[config.mk]
export PLATFORM = sky130hd
export DESIGN_NAME = pixel_req_gen
export DESIGN_NICKNAME = d
export VERILOG_FILES = /design/src/rtl/pixel_req_gen.sv
export SDC_FILE = /design/constraint.sdc
export NUM_CORES = 1
export LEC_CHECK = 0
export ABC_AREA = 1
export BUFFER_PORTS_ARGS = -buffer_cell sky130_fd_sc_hd__buf_4
export CELL_PAD_IN_SITES_DETAIL_PLACEMENT = 0
export CELL_PAD_IN_SITES_GLOBAL_PLACEMENT = 1
export CORE_UTILIZATION = 46
export DETAILED_ROUTE_END_ITERATION = 8
export GPL_TIMING_DRIVEN = 0
export PLACE_DENSITY = 0.89
export RECOVER_POWER = 25
export SLEW_MARGIN = 0
export SYNTH_ARGS = -nofsm -noshare
export SYNTH_HDL_FRONTEND = slang
export SYNTH_SLANG_ARGS = --single-unit
export TNS_END_PERCENT = 100
[constraint.sdc]
create_clock -name clk_i -period 18.75 [get_ports clk_i]
set_input_delay 2.8125 -clock clk_i [delete_from_list [all_inputs] [get_ports clk_i]]
set_output_delay 2.8125 -clock clk_i [all_outputs]
set_load 0.02 [all_outputs]
[src/rtl/pixel_req_gen.sv]
// Pixel-side request generator: latches ON/OFF events per pixel, drives
// polarity-coded requests into the round-robin arbiter, retires them with a
// four-phase request/grant handshake and a refractory hold-off, and counts
// events lost to busy or disabled pixels.

package arbiter_pkg;
    localparam int unsigned ROWS     = 4;
    localparam int unsigned COLS     = 4;
    localparam int unsigned POLARITY = 2;
endpackage

module pixel_req_gen #(
    parameter int unsigned ROWS           = arbiter_pkg::ROWS,
    parameter int unsigned COLS           = arbiter_pkg::COLS,
    parameter int unsigned POLARITY       = arbiter_pkg::POLARITY,
    parameter int unsigned REFRACT_CYCLES = 4,
    parameter int unsigned CNT_W          = 16
) (
    input  logic                                      clk_i,
    input  logic                                      reset_i,
    input  logic                                      enable_i,
    input  logic [ROWS-1:0][COLS-1:0]                 evt_on_i,
    input  logic [ROWS-1:0][COLS-1:0]                 evt_off_i,
    input  logic [ROWS-1:0][COLS-1:0]                 gnt_i,
    output logic [COLS-1:0][POLARITY-1:0][ROWS-1:0]   req_o,
    output logic [CNT_W-1:0]                          drop_cnt_o,
    output logic                                      busy_o,
    output logic                                      err_o
);

    localparam int unsigned RC_W   = (REFRACT_CYCLES > 0) ? $clog2(REFRACT_CYCLES + 1) : 1;
    localparam int unsigned DROP_W = $clog2(2 * ROWS * COLS + 1);
    localparam int unsigned SUM_W  = ((CNT_W > DROP_W) ? CNT_W : DROP_W) + 1;

    typedef enum logic [1:0] {
        ST_IDLE    = 2'd0,
        ST_PEND    = 2'd1,
        ST_ACK     = 2'd2,
        ST_REFRACT = 2'd3
    } state_e;

    state_e                state_q [ROWS][COLS];
    state_e                state_d [ROWS][COLS];
    logic [POLARITY-1:0]   pol_q   [ROWS][COLS];
    logic [POLARITY-1:0]   pol_d   [ROWS][COLS];
    logic [RC_W-1:0]       cnt_q   [ROWS][COLS];
    logic [RC_W-1:0]       cnt_d   [ROWS][COLS];

    logic [COLS-1:0][POLARITY-1:0][ROWS-1:0] req_q, req_d;
    logic [CNT_W-1:0]      drop_cnt_q, drop_cnt_d;
    logic                  busy_q, busy_d;
    logic                  err_q, err_d;
    logic [DROP_W-1:0]     drops;
    logic [SUM_W-1:0]      cnt_sum;

    // Per-pixel next state, drop population count and registered output decode
    always_comb begin
        drops  = '0;
        err_d  = err_q;
        busy_d = 1'b0;
        req_d  = '0;
        for (int r = 0; r < ROWS; r++) begin
            for (int c = 0; c < COLS; c++) begin
                state_d[r][c] = state_q[r][c];
                pol_d[r][c]   = pol_q[r][c];
                cnt_d[r][c]   = cnt_q[r][c];
                unique case (state_q[r][c])
                    ST_IDLE: begin
                        if (gnt_i[r][c]) err_d = 1'b1;
                        if (enable_i && (evt_on_i[r][c] || evt_off_i[r][c])) begin
                            state_d[r][c] = ST_PEND;
                            // ON wins a simultaneous pair; the OFF is lost
                            pol_d[r][c] = evt_on_i[r][c] ? POLARITY'(2'b10) : POLARITY'(2'b01);
                            if (evt_on_i[r][c] && evt_off_i[r][c]) drops = drops + DROP_W'(1);
                        end else begin
                            drops = drops + DROP_W'(evt_on_i[r][c]) + DROP_W'(evt_off_i[r][c]);
                        end
                    end
                    ST_PEND: begin
                        if (gnt_i[r][c]) state_d[r][c] = ST_ACK;
                        drops = drops + DROP_W'(evt_on_i[r][c]) + DROP_W'(evt_off_i[r][c]);
                    end
                    ST_ACK: begin
                        if (!gnt_i[r][c]) begin
                            state_d[r][c] = (REFRACT_CYCLES == 0) ? ST_IDLE : ST_REFRACT;
                            cnt_d[r][c]   = RC_W'(REFRACT_CYCLES);
                        end
                        drops = drops + DROP_W'(evt_on_i[r][c]) + DROP_W'(evt_off_i[r][c]);
                    end
                    ST_REFRACT: begin
                        if (gnt_i[r][c]) err_d = 1'b1;
                        if (cnt_q[r][c] <= RC_W'(1)) state_d[r][c] = ST_IDLE;
                        else                         cnt_d[r][c] = cnt_q[r][c] - RC_W'(1);
                        drops = drops + DROP_W'(evt_on_i[r][c]) + DROP_W'(evt_off_i[r][c]);
                    end
                    default: state_d[r][c] = ST_IDLE;
                endcase
                if (state_d[r][c] != ST_IDLE) busy_d = 1'b1;
                // Request port is column-major with the polarity bit in the middle
                if (state_d[r][c] == ST_PEND) begin
                    for (int p = 0; p < POLARITY; p++) req_d[c][p][r] = pol_d[r][c][p];
                end
            end
        end
        // Saturating accumulate: any carry above CNT_W pins the counter at all-ones
        cnt_sum = SUM_W'(drop_cnt_q) + SUM_W'(drops);
        if (cnt_sum[SUM_W-1:CNT_W] != '0) drop_cnt_d = '1;
        else                               drop_cnt_d = CNT_W'(cnt_sum);
    end

    // State and output registers
    always_ff @(posedge clk_i or negedge reset_i) begin
        if (!reset_i) begin
            for (int r = 0; r < ROWS; r++) begin
                for (int c = 0; c < COLS; c++) begin
                    state_q[r][c] <= ST_IDLE;
                    pol_q[r][c]   <= '0;
                    cnt_q[r][c]   <= '0;
                end
            end
            req_q      <= '0;
            drop_cnt_q <= '0;
            busy_q     <= 1'b0;
            err_q      <= 1'b0;
        end else begin
            state_q    <= state_d;
            pol_q      <= pol_d;
            cnt_q      <= cnt_d;
            req_q      <= req_d;
            drop_cnt_q <= drop_cnt_d;
            busy_q     <= busy_d;
            err_q      <= err_d;
        end
    end

    assign req_o      = req_q;
    assign drop_cnt_o = drop_cnt_q;
    assign busy_o     = busy_q;
    assign err_o      = err_q;

endmodule

==> results of run 1 <==
==> worst register-to-register path, delay by kind of cell, from the launching register on <==
| family | cells | cell delay, ns |
|---|---|---|
| DFF | 1 | 0.42 |
| xor gates and xnor gates | 1 | 0.17 |
| buffers and inverters | 21 | 1.44 |
| and+or+nand+nor | 38 | 6.38 |
| AOI/OAI and AO/OA | 5 | 0.47 |
| adders and majority gates | 18 | 6.93 |
==> registers in the layout (all words and copies together) (netlist names) <==
signal and cells:
cnt_q 48, pol_q 32, req_o 32, state_q 32, drop_cnt_o 16, busy_o 1
err_o 1
==> synthesized netlist by cell type, drive strengths merged, types with 6 or more instances <==
| library cell | count | share of area |
|---|---|---|
| ha | 138 | 0.13 |
| nor2 | 146 | 0.047 |
| nand3 | 118 | 0.055 |
| xnor2 | 22 | 0.020 |
| o21a | 21 | 0.012 |
| o22ai | 27 | 0.013 |
| xor2 | 22 | 0.017 |
| nand4 | 15 | 0.0071 |
| nor4 | 6 | 0.0028 |
| and3 | 9 | 0.0043 |
| a21oi | 85 | 0.033 |
| nand2 | 395 | 0.12 |
| and2 | 8 | 0.0038 |
| o211ai | 11 | 0.0063 |
| inv | 370 | 0.11 |
| nor3 | 17 | 0.0064 |
| dfrtp | 162 | 0.31 |
| o21ai | 117 | 0.046 |
| fa | 16 | 0.024 |
| nor3b | 7 | 0.0040 |
| or2 | 21 | 0.010 |
==> timing repair <==
item	CTS	global route
setup buffers	2	2
pin swaps	4	6
resized for setup	11	21
setup endpoints to repair	16	16
==> routing by layer <==
| metal | part of all wire | track usage |
|---|---|---|
| met4 | 0.012 | 0.0505 |
| met3 | 0.026 | 0.0274 |
| met2 | 0.47 | 0.344 |
| met5 | 0 | 0 |
| met1 | 0.49 | 0.265 |
==> cell families (layout without fill, tap and decap cells) <==
kind of cell / after synthesis / in the layout / share of synthesized area
buffers and inverters: 376 / 513 / 0.107
adders and majority gates: 154 / 154 / 0.155
xor gates and xnor gates: 44 / 44 / 0.0375
and+or+nand+nor: 743 / 743 / 0.267
AOI/OAI and AO/OA: 286 / 286 / 0.127
DFF: 162 / 162 / 0.307
==> layout make-up <==
type	count	area [um^2]	share of cell area
Buffer	2	17.5	0.00116
Clock buffer	18	439	0.0291
Tap cell	378	473	0.0313
Clock inverter	14	118	0.00779
Sequential cell	162	4050	0.269
Multi-Input combinational cell	1227	7820	0.518
Timing Repair Buffer	105	767	0.0508
Inverter	374	1410	0.0931
==> worst max-delay path by stage <==
stage                                   end  slack [ns]        start
finish              drop_cnt_o[9]$_DFF_PN0_        0.89  evt_on_i[0]
global placement    drop_cnt_o[9]$_DFF_PN0_       -0.89  evt_on_i[0]
detailed placement  drop_cnt_o[9]$_DFF_PN0_       -0.98  evt_on_i[0]
CTS                 drop_cnt_o[9]$_DFF_PN0_        0.04  evt_on_i[0]
global route        drop_cnt_o[9]$_DFF_PN0_      -0.002  evt_on_i[0]
floorplan           drop_cnt_o[9]$_DFF_PN0_        0.31  evt_on_i[0]
==> through the flow <==
stage          cell area [um^2]  utilization  worst slack, ns  cells
2_1_floorplan             13200            -            0.307   1765
3_3_place_gp              14400        0.515           -0.889   2243
3_5_place_dp              14500        0.516           -0.982   2244
4_1_cts                   15100        0.538           0.0434   2278
5_1_grt                   15100        0.539         -0.00173   2280
6_report                  15100        0.539            0.887   2280
==> cells in the final DEF (no fill, tap or decap), types with 4 or more instances in the layout <==
cell	instances
ha_1	136
a21oi_1	82
nand2_1	348
clkinvlp_4	4
nand4_1	15
xnor2_1	15
nand3_4	4
a2111o_1	4
nand3_2	19
o21ai_0	107
o21ai_1	4
xor2_1	19
and3_1	9
fa_1	15
nor2_2	8
or2_4	11
inv_1	355
o22ai_1	27
o211ai_1	11
o21a_1	21
clkbuf_1	12
nand3_1	95
nand2_2	33
o21ai_2	6
buf_4	92
nor2_1	133
nand2_4	14
nor3_1	17
and2_1	8
xnor2_2	5
inv_6	7
or2_2	9
clkbuf_16	17
nor3b_1	7
dfrtp_1	162
nor4_1	6
inv_2	15
==> flow_metrics.env, run 1 <==
export IMPL_run_status="complete, but fails checks"
export IMPL_failed_checks="capacitance limit, slew limit"
export IMPL_worst_slew_pin_slew_ns=3.97
export IMPL_number_of_max_slew_violations_in_the_final_report=72
export IMPL_rrSetupSlack_ns=2.86
export IMPL_synthArstFlopShare=1.00
export IMPL_tritoncts_clock_tree="built"
export IMPL_timing_critical_path_mode_cell="inv_1"
export IMPL_drt_vias_per_instance=4.84
export IMPL_start_kind="input port"
export IMPL_cp_buffers_inverters=23
export IMPL_tritoncts_num_buffers=17
export IMPL_wire_length_of_the_first_global_routing_pass_um=47600
export IMPL_setup_tns_final_ns=0
export IMPL_worst_clock_skew_ns=0.0161
export IMPL_detailedRoute_firstPassIterationCount=5
export IMPL_core_region_area_um2=28000
export IMPL_cap_violations=1
export IMPL_clk_pin_slew_ns=0.08
export IMPL_antenna_found_initial=0
export IMPL_worstPathArrival_ns=18.22
export IMPL_timing_fmax_ghz=0.0560
export IMPL_critPathKind="input port to flop"
export IMPL_synthFlopType="dfrtp_1"
export IMPL_timing_critical_path_slowest_stage_cell="fa_1"
export IMPL_drtAntennaViolNets=0
export IMPL_cp_endpoint_kind="flop"
export IMPL_max_fo_critical_path=10
export IMPL_place_gp_congestion=0.888
export IMPL_grt_start_max_net_pins=92
export IMPL_minimum_hold_slack_ns=0.465
export IMPL_layout_drive_gt1_share=0.142
export IMPL_timing_slew_headroom=-1.65
export IMPL_number_of_nets_in_the_layout=2094
export IMPL_grt_usage=0.200
export IMPL_hold_class="flop to flop"
export IMPL_synth_net_count=1970
export IMPL_num_antenna_cells=0
export IMPL_synth_avg_cell_area_um2=7.48
export IMPL_required_ns=19.10
export IMPL_cts_sink_count=162
export IMPL_insertion_delay_of_the_later_clocked_pin_in_the_worst_skew_pair_ns=0.43
export IMPL_die_area_um2=29400
export IMPL_number_of_buffers_on_the_longest_clock_path=2
export IMPL_floorplan_io_pins=101
export IMPL_numPortBuffers=100
export IMPL_post_dp_hpwl_um=22100
export IMPL_vias=11000
export IMPL_first_global_vias=10500
export IMPL_layout_filler_cells=2728
export IMPL_clock_tree_htree_level_count=4
export IMPL_die_height_um=171
export IMPL_min_delay_worst_endpoint="pol_q[4]$_DFF_PN0_"
export IMPL_grt_overflow_total=0
export IMPL_regToRegStartpoint="state_q[30]$_DFF_PN0_"
export IMPL_timing_hold_violations_final=0
export IMPL_chipWidth_um=171
export IMPL_reg2reg_capture_point="drop_cnt_o[9]$_DFF_PN0_"
export IMPL_detailedRoute_firstIterationViolations=464
export IMPL_syn_inst=1765
export IMPL_setup_viol=0
export IMPL_area_growth_syn_to_layout_pct=14.4
export IMPL_std_cell_rows=61
export IMPL_cpPeakStageDelay_ns=0.44
export IMPL_post_synth_num_cell_types=56
export IMPL_synth_cell_area_um2=13200
export IMPL_synth_ff_latch_count=162
export IMPL_yosys_warnings=0
export IMPL_initial_utilization=0.471
export IMPL_hold_buffers=0
export IMPL_worstHoldStart="pol_q[4]$_DFF_PN0_"
export IMPL_whs_path_depth=2
export IMPL_worstRegToRegCells=83
export IMPL_final_period_utilization=0.953
export IMPL_final_min_clock_period_ns=17.86
export IMPL_cpLargestDelayFamily="adder cells"
export IMPL_post_drt_wl_per_cell_um=12.2
export IMPL_cp_depth=85
export IMPL_post_route_drc_count=0
export IMPL_synth_seq_area_share=0.307
export IMPL_route_final_wire_length_um=27900
export IMPL_number_of_flops_mapped_to_enable_cells_by_yosys=0
export IMPL_clock_root_buffer="clkbuf_16"
Power of run 1 is left out: the tool's default activity adds up to more than one toggle a clock period on the data nets, which glitch-free logic cannot reach.
==> run 2, diff against run 1 <==
--- a/config.mk
+++ b/config.mk
@@ -12,7 +12,7 @@
 export CORE_UTILIZATION = 46
 export DETAILED_ROUTE_END_ITERATION = 8
 export GPL_TIMING_DRIVEN = 0
-export PLACE_DENSITY = 0.89
+export PLACE_DENSITY_LB_ADDON = 0.1
 export RECOVER_POWER = 25
 export SLEW_MARGIN = 0
 export SYNTH_ARGS = -nofsm -noshare
==> run 2 against run 1 <==
  * The run still ends with capacitance limit, slew limit left
  * Global-route usage rose by 0.20 points
  * Die area did not move
  * Sequential share of layout area fell by 0.12 points
  * Critical endpoint unchanged
  * Clock-buffer cell count rose by 3
  * Worst setup slack got worse by 0.13 ns
  * Clock skew fell by 0.0058 ns
  * Sequential cell count did not move
  * Hold slack got worse by 0.0035 ns
  * Non-clock buffer count rose by 2
==> flow_metrics.env, run 2 (synthesized netlist as in run 1, its figures left out) <==
export IMPL_run_status="complete, but fails checks"
export IMPL_failed_checks="capacitance limit, slew limit"
export IMPL_layout_filler_cells=2708
export IMPL_final_min_clock_period_ns=18.00
export IMPL_cpPeakStageDelay_ns=0.44
export IMPL_grt_start_max_net_pins=104
export IMPL_clock_tree_htree_level_count=4
export IMPL_grt_usage=0.202
export IMPL_place_gp_congestion=0.869
export IMPL_cp_buffers_inverters=23
export IMPL_detailedRoute_firstPassIterationCount=5
export IMPL_max_fo_critical_path=10
export IMPL_seqCellArea_um2=4050
export IMPL_cp_endpoint_kind="flop"
export IMPL_num_antenna_cells=0
export IMPL_timing_fmax_ghz=0.0556
export IMPL_floorplan_io_pins=101
export IMPL_initial_utilization=0.471
export IMPL_grt_overflow_total=0
export IMPL_fin_ws_ns=0.755
export IMPL_required_ns=19.10
export IMPL_wire_length_of_the_first_global_routing_pass_um=47800
export IMPL_number_of_buffers_on_the_longest_clock_path=2
export IMPL_clk_pin_slew_ns=0.07
export IMPL_drt_vias_per_instance=4.79
export IMPL_timing_hold_violations_final=0
export IMPL_antenna_found_initial=0
export IMPL_tritoncts_num_buffers=17
export IMPL_largest_reg_flops=48
export IMPL_mostFrequentLayoutCells="inv_1, nand2_1, dfrtp_1"
export IMPL_insertion_delay_of_the_later_clocked_pin_in_the_worst_skew_pair_ns=0.43
export IMPL_die_height_um=171
export IMPL_timing_critical_path_slowest_stage_cell="fa_1"
export IMPL_numPortBuffers=100
export IMPL_detailedRoute_firstIterationViolations=473
export IMPL_cap_violations=1
export IMPL_setup_viol=0
export IMPL_post_dp_hpwl_um=22000
export IMPL_post_drt_wl_per_cell_um=12.2
export IMPL_hold_class="flop to flop"
export IMPL_hold_buffers=0
export IMPL_design_area_um2=15200
export IMPL_minimum_hold_slack_ns=0.461
export IMPL_detailedPlace_worstSlack_ns=-1.12
export IMPL_final_period_utilization=0.960
export IMPL_number_of_nets_in_the_layout=2096
export IMPL_layout_cells_most_common="inv_1"
export IMPL_post_route_drc_count=0
export IMPL_route_final_wire_length_um=27900
export IMPL_cts_sink_count=162
export IMPL_std_cell_rows=61
export IMPL_drtAntennaViolNets=0
export IMPL_worst_slew_pin_slew_ns=3.37
export IMPL_timing_critical_path_mode_cell="inv_1"
export IMPL_die_area_um2=29400
export IMPL_cpLargestDelayFamily="adder cells"
export IMPL_largest_register="cnt_q"
export IMPL_tritoncts_clock_tree="built"
export IMPL_rrSetupSlack_ns=2.74
export IMPL_detailed_place_area_um2=14500
export IMPL_worstPathArrival_ns=18.35
export IMPL_number_of_max_slew_violations_in_the_final_report=60
export IMPL_timing_slew_headroom=-1.25
export IMPL_layout_drive_gt1_share=0.141
export IMPL_chipWidth_um=171
export IMPL_clock_root_buffer="clkbuf_16"
export IMPL_vias=10900
export IMPL_final_util=0.541
export IMPL_worst_clock_skew_ns=0.0104
export IMPL_multi_input_comb_area_um2=7810
export IMPL_core_region_area_um2=28000
export IMPL_start_kind="input port"
export IMPL_critPathKind="input port to flop"
export IMPL_area_growth_syn_to_layout_pct=14.8
export IMPL_first_global_vias=10400
## run 2: changes by cell type in the layout (fill, tap and decap cells not counted), moves of 2 or more
cell / previous run / this run
inv_6: 7 / 1
bufinv_16: 0 / 3
buf_4: 92 / 94
clkbuf_1: 12 / 14
o21ai_0: 107 / 109
## run 2: tightest hold or removal path, stage by stage (launching register included)
cell and delay [ns]:
dfrtp_1 0.32, a21oi_1 0.07, inv_1 0.04
## run 2: timing repair
item,CTS,global route
endpoints found under the setup margin,16,16
buffers inserted,2,4
resized for setup,13,17
pin swaps,3,5
## run 2: layout make-up
cell class	count	share of cell area
Buffer	2	0.00116
Clock buffer	21	0.0304
Clock inverter	11	0.0101
Inverter	374	0.0927
Multi-Input combinational cell	1227	0.515
Sequential cell	162	0.268
Tap cell	378	0.0312
Timing Repair Buffer	107	0.0516
## run 2: metal layers
metal | share of wire | vias to the layer above | track usage
li1 | - | 5844 | -
met1 | 0.50 | 4968 | 0.272
met2 | 0.47 | 107 | 0.343
met3 | 0.024 | 20 | 0.0285
met4 | 0.010 | 0 | 0.0466
met5 | 0 | - | 0
## run 2: stage by stage
| stage | TNS [ns] | cells |
|---|---|---|
| after floorplan | 0 | 1765 |
| after global placement | -14.10 | 2243 |
| after detailed placement | -14.82 | 2244 |
| after CTS | 0 | 2278 |
| after global routing | -0.0283 | 2282 |
| final | 0 | 2282 |
## run 2: path summary, 6_finish.rpt
path                                       start                       to  depth (start not counted)
setup / recovery                     evt_on_i[0]  drop_cnt_o[9]$_DFF_PN0_                         85
hold / removal               pol_q[14]$_DFF_PN0_      pol_q[14]$_DFF_PN0_                          2
setup reg to reg           state_q[31]$_DFF_PN0_  drop_cnt_o[9]$_DFF_PN0_                         83
hold reg to reg              pol_q[14]$_DFF_PN0_      pol_q[14]$_DFF_PN0_                          2
max in group asynchronous                reset_i      req_o[13]$_DFF_PN0_                          1
min in group asynchronous                reset_i    cnt_q[16]$_DFFE_PN0P_                          1
Power of run 2 is left out for the same reason.
==> run 3, diff against run 2 <==
--- a/config.mk
+++ b/config.mk
@@ -14,6 +14,7 @@
 export GPL_TIMING_DRIVEN = 0
 export PLACE_DENSITY_LB_ADDON = 0.1
 export RECOVER_POWER = 25
+export REMOVE_ABC_BUFFERS = 1
 export SLEW_MARGIN = 0
 export SYNTH_ARGS = -nofsm -noshare
 export SYNTH_HDL_FRONTEND = slang
==> run 3 against run 2 <==
  * The run still ends with capacitance limit, slew limit left
  * Wire length rose by 0.75%
  * Worst setup slack got worse by 0.022 ns
  * Maximum frequency fell by 0.12%
==> flow_metrics.env, run 3 (synthesized netlist as in run 1, its figures left out) <==
export IMPL_met3WireLength_um=815
export IMPL_final_period_utilization=0.961
export IMPL_cap_violations=1
export IMPL_clock_root_buffer="clkbuf_16"
export IMPL_number_of_buffers_on_the_longest_clock_path=2
export IMPL_cpPeakStageDelay_ns=0.44
export IMPL_grt_usage=0.202
export IMPL_layout_drive_gt1_share=0.144
export IMPL_cp_endpoint_kind="flop"
export IMPL_whs_path_depth=2
export IMPL_detailedRoute_firstPassIterationCount=5
export IMPL_run_status="complete, but fails checks"
export IMPL_largest_register="cnt_q"
export IMPL_die_height_um=171
export IMPL_worst_slew_pin_slew_ns=5.13
export IMPL_layout_cells_most_common="inv_1"
export IMPL_clock_tree_htree_level_count=4
export IMPL_post_route_drc_count=0
export IMPL_start_kind="input port"
export IMPL_max_fo_critical_path=7
export IMPL_failed_checks="capacitance limit, slew limit"
export IMPL_timing_critical_path_slowest_stage_cell="fa_1"
export IMPL_cts_sink_count=162
export IMPL_route_met2_wl_um=13000
export IMPL_route_final_wire_length_um=28100
export IMPL_hold_buffers=0
export IMPL_die_area_um2=29400
export IMPL_std_cell_rows=61
export IMPL_final_min_clock_period_ns=18.02
export IMPL_top_layer="met4"
export IMPL_tritoncts_num_buffers=17
export IMPL_required_ns=19.14
export IMPL_timing_critical_path_mode_cell="inv_1"
export IMPL_number_of_nets_in_the_layout=2096
export IMPL_setup_viol=0
export IMPL_detail_route_wirelength_met1_um=13900
export IMPL_place_gp_congestion=0.854
export IMPL_worstPathArrival_ns=18.40
export IMPL_largest_reg_flops=48
export IMPL_core_region_area_um2=28000
export IMPL_worst_clock_skew_ns=0.00830
export IMPL_insertion_delay_of_the_later_clocked_pin_in_the_worst_skew_pair_ns=0.45
export IMPL_timing_hold_violations_final=0
export IMPL_drtAntennaViolNets=0
export IMPL_numPortBuffers=100
export IMPL_detailedRoute_firstIterationViolations=522
export IMPL_timing_slew_headroom=-2.42
export IMPL_chipWidth_um=171
export IMPL_mostFrequentLayoutCells="inv_1, nand2_1, dfrtp_1"
export IMPL_hold_class="flop to flop"
export IMPL_detailed_place_area_um2=14400
export IMPL_drt_vias_per_instance=4.82
export IMPL_design_area_um2=15200
export IMPL_worstRegToRegCells=82
export IMPL_area_growth_syn_to_layout_pct=15.3
export IMPL_floorplan_io_pins=101
export IMPL_antenna_found_initial=1
export IMPL_timing_fmax_ghz=0.0555
export IMPL_vias=11000
export IMPL_post_drt_wl_per_cell_um=12.3
export IMPL_clk_pin_slew_ns=0.07
export IMPL_first_global_vias=10200
export IMPL_initial_utilization=0.471
export IMPL_critPathKind="input port to flop"
export IMPL_grt_overflow_total=0
export IMPL_wire_length_of_the_first_global_routing_pass_um=47200
export IMPL_post_dp_hpwl_um=22000
export IMPL_grt_start_max_net_pins=94
export IMPL_final_util=0.543
export IMPL_number_of_max_slew_violations_in_the_final_report=94
export IMPL_tritoncts_clock_tree="built"
[run 3: cell count changes in the layout (fill, tap and decap cells not counted), moves of 2 or more]
cell and change:
bufinv_16 +2, clkbuf_1 -2, clkbuf_8 -3, clkinv_2 +2, clkinv_4 -3, clkinvlp_4 -2, inv_6 +4, o21ai_0 -2
[run 3: cell type report]
type / count / area (um^2)
multi-input combinational: 1228 / 7840
fill: 2711 / 12800
clock inverter: 15 / 228
antenna: 1 / 2.50
timing repair buffer: 108 / 786
clock buffer: 17 / 425
tap: 378 / 473
sequential: 162 / 4050
inverter: 374 / 1410
[run 3: layer usage]
| layer | vias to the layer above | global-route usage |
|---|---|---|
| li1 | 5846 | - |
| met1 | 5001 | 0.266 |
| met2 | 142 | 0.337 |
| met3 | 25 | 0.0368 |
| met4 | 0 | 0.0540 |
| met5 | - | 0 |
[run 3: stage by stage]
| stage | hold slack [ns] | worst slack [ns] | cells | TNS [ns] |
|---|---|---|---|---|
| CTS | 0.466 | 0.00844 | 2275 | 0 |
| global placement | 0.444 | -0.971 | 2241 | -14.16 |
| floorplan | 0.433 | 0.369 | 1763 | 0 |
| finish | 0.464 | 0.733 | 2283 | 0 |
| global route | 0.478 | -0.0525 | 2282 | -0.387 |
| detailed placement | 0.448 | -1.06 | 2242 | -15.63 |
[run 3: critical path: cells and delay by family]
| kind | cells | cell delay [ns] |
|---|---|---|
| compound gates | 4 | 0.45 |
| xor+xnor | 1 | 0.22 |
| simple gates | 39 | 6.60 |
| buf+inv | 22 | 1.34 |
| fa+ha+maj | 18 | 6.95 |
[run 3: what timing repair did]
| action | 4_1_cts | 5_1_grt |
|---|---|---|
| gates resized for setup | 15 | 18 |
| cloned | 0 | 1 |
| pin swaps | 3 | 7 |
| buffers inserted | 1 | 6 |
| setup endpoints to repair | 16 | 16 |
[run 3: path summary, 6_finish.rpt]
path	start	slack (ns)	endpoint
setup / recovery	evt_on_i[0]	0.73	drop_cnt_o[13]$_DFF_PN0_
hold / removal	pol_q[2]$_DFF_PN0_	0.46	pol_q[2]$_DFF_PN0_
setup reg to reg	state_q[31]$_DFF_PN0_	2.70	drop_cnt_o[13]$_DFF_PN0_
hold reg to reg	pol_q[2]$_DFF_PN0_	0.46	pol_q[2]$_DFF_PN0_
max in group asynchronous	reset_i	11.64	pol_q[24]$_DFF_PN0_
min in group asynchronous	reset_i	4.22	cnt_q[17]$_DFFE_PN0P_
Power of run 3 is left out for the same reason.
